==> config.mk <==
export PLATFORM = sky130hd
export DESIGN_NAME = serial_nibble_loader
export DESIGN_NICKNAME = d
export VERILOG_FILES = /design/src/rtl/serial_nibble_loader.sv
export SDC_FILE = /design/constraint.sdc
export NUM_CORES = 1
export LEC_CHECK = 0
export ABC_AREA = 1
export BUFFER_PORTS_ARGS = -buffer_cell sky130_fd_sc_hd__buf_2
export CAP_MARGIN = 15
export CORE_AREA = 2 2 39 41
export DETAILED_ROUTE_END_ITERATION = 8
export DIE_AREA = 0 0 41 43
export PLACE_DENSITY = 0.72
export SYNTH_ARGS = -nofsm -noshare
export SYNTH_HDL_FRONTEND = slang
export SYNTH_SLANG_ARGS = --single-unit
==> constraint.sdc <==
create_clock -name clk -period 1.2 [get_ports clk]
set_input_delay 0.18 -clock clk [delete_from_list [all_inputs] [get_ports clk]]
set_output_delay 0.18 -clock clk [all_outputs]
set_load 0.05 [all_outputs]
==> src/rtl/serial_nibble_loader.sv <==
// Bit-serial to parallel loader, MSB first, with optional even-parity check.
// Presents each good word on d with a one-cycle d_valid strobe.
module serial_nibble_loader #(
    parameter int WIDTH     = 4,
    parameter bit PARITY_EN = 1'b1
) (
    input  logic             clk,
    input  logic             rst,
    input  logic             sin,
    input  logic             sin_valid,
    input  logic             abort,
    output logic [WIDTH-1:0] d,
    output logic             d_valid,
    output logic             par_err,
    output logic             busy
);

    localparam int CNTW = $clog2(WIDTH + 1);
    localparam logic [CNTW-1:0] LAST = CNTW'(WIDTH - 1);

    typedef enum logic [0:0] {
        COLLECT,
        PARITY
    } state_t;

    state_t            state_q, state_d;
    logic [WIDTH-1:0]  sh_q, sh_d;
    logic [CNTW-1:0]   cnt_q, cnt_d;
    logic              acc_q, acc_d;
    logic [WIDTH-1:0]  d_q, d_d;
    logic              dv_q, dv_d;
    logic              pe_q, pe_d;
    logic [WIDTH-1:0]  shifted;

    assign shifted = {sh_q[WIDTH-2:0], sin};

    always_comb begin
        state_d = state_q;
        sh_d    = sh_q;
        cnt_d   = cnt_q;
        acc_d   = acc_q;
        d_d     = d_q;
        dv_d    = 1'b0;
        pe_d    = 1'b0;
        // abort wins over a valid bit in the same cycle, so a frame whose
        // final bit coincides with abort produces no pulse at all
        if (abort) begin
            state_d = COLLECT;
            cnt_d   = '0;
            acc_d   = 1'b0;
        end else if (sin_valid) begin
            unique case (state_q)
                COLLECT: begin
                    sh_d  = shifted;
                    acc_d = acc_q ^ sin;
                    if (cnt_q == LAST) begin
                        cnt_d = '0;
                        if (PARITY_EN) begin
                            state_d = PARITY;
                        end else begin
                            d_d  = shifted;
                            dv_d = 1'b1;
                        end
                    end else begin
                        cnt_d = cnt_q + 1'b1;
                    end
                end
                PARITY: begin
                    if ((acc_q ^ sin) == 1'b0) begin
                        d_d  = sh_q;
                        dv_d = 1'b1;
                    end else begin
                        pe_d = 1'b1;
                    end
                    state_d = COLLECT;
                    cnt_d   = '0;
                    acc_d   = 1'b0;
                end
                default: state_d = COLLECT;
            endcase
        end
    end

    always_ff @(posedge clk) begin
        if (rst) begin
            state_q <= COLLECT;
            sh_q    <= '0;
            cnt_q   <= '0;
            acc_q   <= 1'b0;
            d_q     <= '0;
            dv_q    <= 1'b0;
            pe_q    <= 1'b0;
        end else begin
            state_q <= state_d;
            sh_q    <= sh_d;
            cnt_q   <= cnt_d;
            acc_q   <= acc_d;
            d_q     <= d_d;
            dv_q    <= dv_d;
            pe_q    <= pe_d;
        end
    end

    assign d       = d_q;
    assign d_valid = dv_q;
    assign par_err = pe_q;
    assign busy    = (cnt_q != '0) || (state_q == PARITY);

endmodule
### Yosys cells after proc, flatten, opt, wreduce, memory -nomap -nowiden

Cells that the tools add are included.

| operators by class | value |
|---|---|
| $add $sub $neg | 1 |
| multipliers | 0 |
| divide/modulo/power cells | 0 |
| $lt $le $gt $ge | 0 |
| equal/unequal tests | 2 |
| shift-type cells | 0 |
| mux-type cells | 10 |
| bitwise gates (word level) | 4 |
| reductions and logical operators | 7 |

Operators with widths:

| operator | count |
|---|---|
| $mux W4 | 2 |
| $pmux W1 S2 | 3 |
| $pmux W3 S2 | 1 |
| $reduce_and A4 Y1 | 1 |
| $reduce_or A4 Y1 | 1 |
| $add A3 B1 Y3 const B | 1 |
| $eq A3 B2 Y1 const B | 1 |
| $mux W1 | 3 |
| $mux W3 | 1 |
| $not A1 Y1 | 3 |
| $reduce_and A3 Y1 | 1 |
| $reduce_bool A3 Y1 | 1 |
| $reduce_or A3 Y1 | 1 |
| $ne A2 B2 Y1 const B | 1 |
| $reduce_or A2 Y1 | 1 |
| $logic_or A1 B1 Y1 | 1 |
| $xor A1 B1 Y1 | 1 |

| storage, ports and cells | value |
|---|---|
| flip-flop bits (word level) | 15 |
| latch bits | 0 |
| RAM bits | 0 |
| bits in read-only memories | 0 |
| bits of input ports | 5 |
| output and inout port bits | 7 |
| logic and storage cells | 31 |
| memories | 0 |

### Depth between registers and ports, before layout

| depth | value |
|---|---|
| depth in word-level cells | 3 |
| gate-level depth with buffers | 6 |
| depth with buffers taken out | 6 |

### Least setup slack after synthesis

Ideal clock, no wire load.

| timing | value |
|---|---|
| path type | reg2out |
| start point | register cnt_q[0] |
| end point | output busy |
| arrival time | 925 ps |
| required time | 1,020 ps |
| path slack | 95 ps |
| stages on the path, launching flop included | 4 |
| buffers on the path | 0 |
| cell sequence | dfxtp_1 -> inv_1 -> ha_1 -> nand3_1 |

| on the way | value |
|---|---|
| cells in the longest elaborated chain, start to end | 2 |

Ends and longest elaborated chain:

| element | RTL line | text |
|---|---|---|
| start: declaration | 28 | `logic [CNTW-1:0] cnt_q, cnt_d;` |
| start signal: assignment | 96 | `cnt_q <= cnt_d;` |
| $reduce_bool A3 Y1 | 107 | `assign busy = (cnt_q != '0) \|\| (state_q == PARITY);` |
| $logic_or A1 B1 Y1 | 107 |  |
| end: declaration | 15 | `output logic busy` |

No other way between the ends.

### Worst setup path after layout

| timing | value |
|---|---|
| start point | register cnt_q[1] |
| end point | output busy |

The elaborated chain is that of the path after synthesis.

==> insert_results.sql <==
INSERT INTO impl_metrics (metric_group, metric, value, unit) VALUES
('power_and_ir_drop', 'total_power', '0.9049', 'mW'),
('power_and_ir_drop', 'power_switching_share', '25.04', '%'),
('floorplan', 'io_pins', '12', ''),
('sta', 'finalHoldWorstSlack', '79.47', 'ps'),
('floorplan', 'initial_utilization', '47.11', '%'),
('finish', 'nNetsFinal', '112', ''),
('sta', 'timing_worst_slew_pin_value', '249.2', 'ps'),
('sta', 'finalHoldViolCount', '0', ''),
('synthesis', 'synth_nets', '93', ''),
('global_routing', 'global_route_wire_length_before_repair', '1918', 'um'),
('detailed_routing', 'via_per_inst', '4.742', ''),
('clock_network', 'cts_max_level', '1', ''),
('outcome', 'run_status', 'finished with violations', ''),
('clock_network', 'clock_sink_count', '15', ''),
('finish', 'final_common_cell', 'nor2_1', ''),
('finish', 'commonest_cells_after_routing_fill_and_taps_aside', 'nor2_1, nand2_1, dfxtp_1', ''),
('global_routing', 'maximum_number_of_pins_on_one_net_before_global_route_repair', '11', ''),
('floorplan', 'floorplan.die_area', '1763', 'um^2'),
('detailed_routing', 'ant_nets', '0', ''),
('worst_setup_path', 'crit_type', 'flop to output port', ''),
('place', 'dp.final_hpwl', '792', 'um'),
('worst_setup_path', 'crit-reg2reg-capture', 'cnt_q[0]', ''),
('worst_setup_path', 'worst-path-max-fanout', '2', ''),
('sta', 'setup_viol', '1', ''),
('detailed_routing', 'dr_total_vias', '569', ''),
('sta', 'final.setup_skew', '6.555', 'ps'),
('clock_network', 'ctsRootBufferMaster', 'clkbuf_4', ''),
('detailed_routing', 'routed_wl', '1176', 'um'),
('floorplan', 'fp.dieW', '41', 'um'),
('sta', 'tns', '-18.54', 'ps'),
('place', 'global_placement_routability_congestion', '0.7706', ''),
('power_and_ir_drop', 'power_density', '1106', 'nW/um^2'),
('power_and_ir_drop', 'internal-power', '0.6784', 'mW'),
('worst_setup_path', 'crit-reg2reg-launch', 'cnt_q[1]', ''),
('global_routing', 'first_global_vias', '484', ''),
('synthesis', 'syn_avg_cell_area', '7.580', 'um^2'),
('job', 'max_cap_violations', '0', ''),
('global_routing', 'globalRouteOverflowTotal', '0', ''),
('clock_network', 'cts_clk_pin_slew_worst_paths', '90', 'ps'),
('synthesis', 'total_standard_cell_area_after_synthesis', '651.9', 'um^2'),
('clock_network', 'insertion_delay', '280', 'ps'),
('sta', 'highest_attainable_clock_frequency', '820.7', 'MHz'),
('sta', 'finalWorstPathRequiredPeriod', '1219', 'ps'),
('sta', 'max_transition_viols_final', '0', ''),
('floorplan', 'die_height', '43', 'um'),
('synthesis', 'synth-seq-area-share', '46.07', '%'),
('power_and_ir_drop', 'combPwrFrac', '11.6', '%'),
('detailed_routing', 'wire_per_inst', '9.800', 'um'),
('power_and_ir_drop', 'leakagePower', '0.3815', 'nW'),
('worst_setup_path', 'arrival', '1040', 'ps'),
('clock_network', 'cts_buffer_depth', '2', ''),
('min_path', 'timing.hold.worst.class', 'input pin to flop', ''),
('sta', 'final.setup.worst_slack', '-18.54', 'ps'),
('finish', 'drive_gt1_share', '30.77', '%'),
('worst_setup_path', 'worstSetupStartpointType', 'flop', ''),
('min_path', 'hp-start', 'rst', ''),
('detailed_routing', 'first_iter_violations', '11', ''),
('worst_setup_path', 'critical_path.endpoint_type', 'output port', ''),
('finish', 'diodes_inserted', '0', ''),
('clock_network', 'cts_tree', 'yes', ''),
('synthesis', 'post_synth_main_area_contributors', 'dfxtp_1, nor2_1, inv_1', ''),
('detailed_routing', 'detail_route.first_pass.iterations', '4', ''),
('worst_setup_path', 'cp.required', '1020', 'ps'),
('sta', 'slew_headroom', '83.50', '%'),
('min_path', 'min_to', 'd_valid', ''),
('outcome', 'violations', 'setup timing', ''),
('synthesis', 'library_cells_used_by_synthesis', '16', ''),
('worst_setup_path', 'timing.reg2reg.setup_slack', '100', 'ps'),
('floorplan', 'num_rows', '14', ''),
('detailed_routing', 'drc_errors', '0', ''),
('sta', 'final.period_utilization', '101.5', '%');
worst max path at each step:
stage	startpoint	slack, ps	cells past startpoint	end
after floorplan	cnt_q[0]	100	3	busy
after global routing	cnt_q[1]	-60	4	busy
after CTS	cnt_q[0]	-10	4	busy
after global placement	cnt_q[0]	140	4	busy
final	cnt_q[1]	-20	4	busy
after detailed placement	cnt_q[0]	120	4	busy
registers in the layout, summed over array words and instances, names as in the netlist:
signal,cells
d_valid,1
cnt_q,3
par_err,1
state_q,1
acc_q,1
sh_q,4
d,4
power by group through the flow:
stage / clock network (mW) / logic [mW] / registers, mW
3_5_place_dp: 0 / 0.0879 / 0.529
5_1_grt: 0.314 / 0.118 / 0.519
6_report: 0.282 / 0.105 / 0.517
2_1_floorplan: 0 / 0.0617 / 0.527
3_3_place_gp: 0 / 0.0850 / 0.528
4_1_cts: 0.290 / 0.0985 / 0.517
what timing repair did:
action | CTS | global route
buffers inserted | 2 | 1
pin swaps | 2 | 0
endpoints found under the setup margin | 1 | 1
gates resized for setup | 10 | 3
endpoints found under the hold margin | 0 | 0
hold buffers | 0 | 0
worst max-delay path: stages (launching register included):
cell and delay (ps):
dfxtp_2 330, inv_2 70, ha_4 140, nand3_4 70
buf_8 160
through the flow:
step	std cells	setup WS [ps]	utilization (%)	cell area (um^2)
after global placement	113	136.5	52.53	726.9
after floorplan	86	95.23	-	651.9
final	120	-18.54	59.13	818.3
after global routing	120	-62.30	59.13	818.3
after detailed placement	113	115.0	52.53	726.9
after CTS	119	-12.42	57.50	795.8
area by class of cell:
type,instances,area (um^2)
Fill cell,132,565.5
Multi-Input combinational cell,56,322.8
Sequential cell,15,304.0
Timing Repair Buffer,14,87.58
Inverter,15,57.56
Clock buffer,4,26.28
Tap cell,16,20.02
routing by layer:
layer  GRT usage (%)  wire length [um]  share of wire (%)
met5               0                 0                  0
met4           12.00                35                3.0
met3           4.712                56                4.8
met2           20.63               483                 41
met1           22.48               601                 51
synthesized netlist by cell type (all sizes together):
cell	n
nor2	17
dfxtp	15
nand2	15
inv	14
a21oi	8
nand3	7
o21ai	5
ha	2
a211oi	1
clkinv	1
nor3	1
cells by family (layout without fill, tap and decap cells):
| family | after synthesis | count (layout) | share of synthesized area [%] |
|---|---|---|---|
| compound gates | 14 | 14 | 11.13 |
| flops | 15 | 15 | 46.07 |
| buf+inv | 15 | 33 | 8.828 |
| simple gates | 40 | 40 | 30.13 |
| fa+ha+maj | 2 | 2 | 3.838 |
Power figures use the tool's default switching activity.
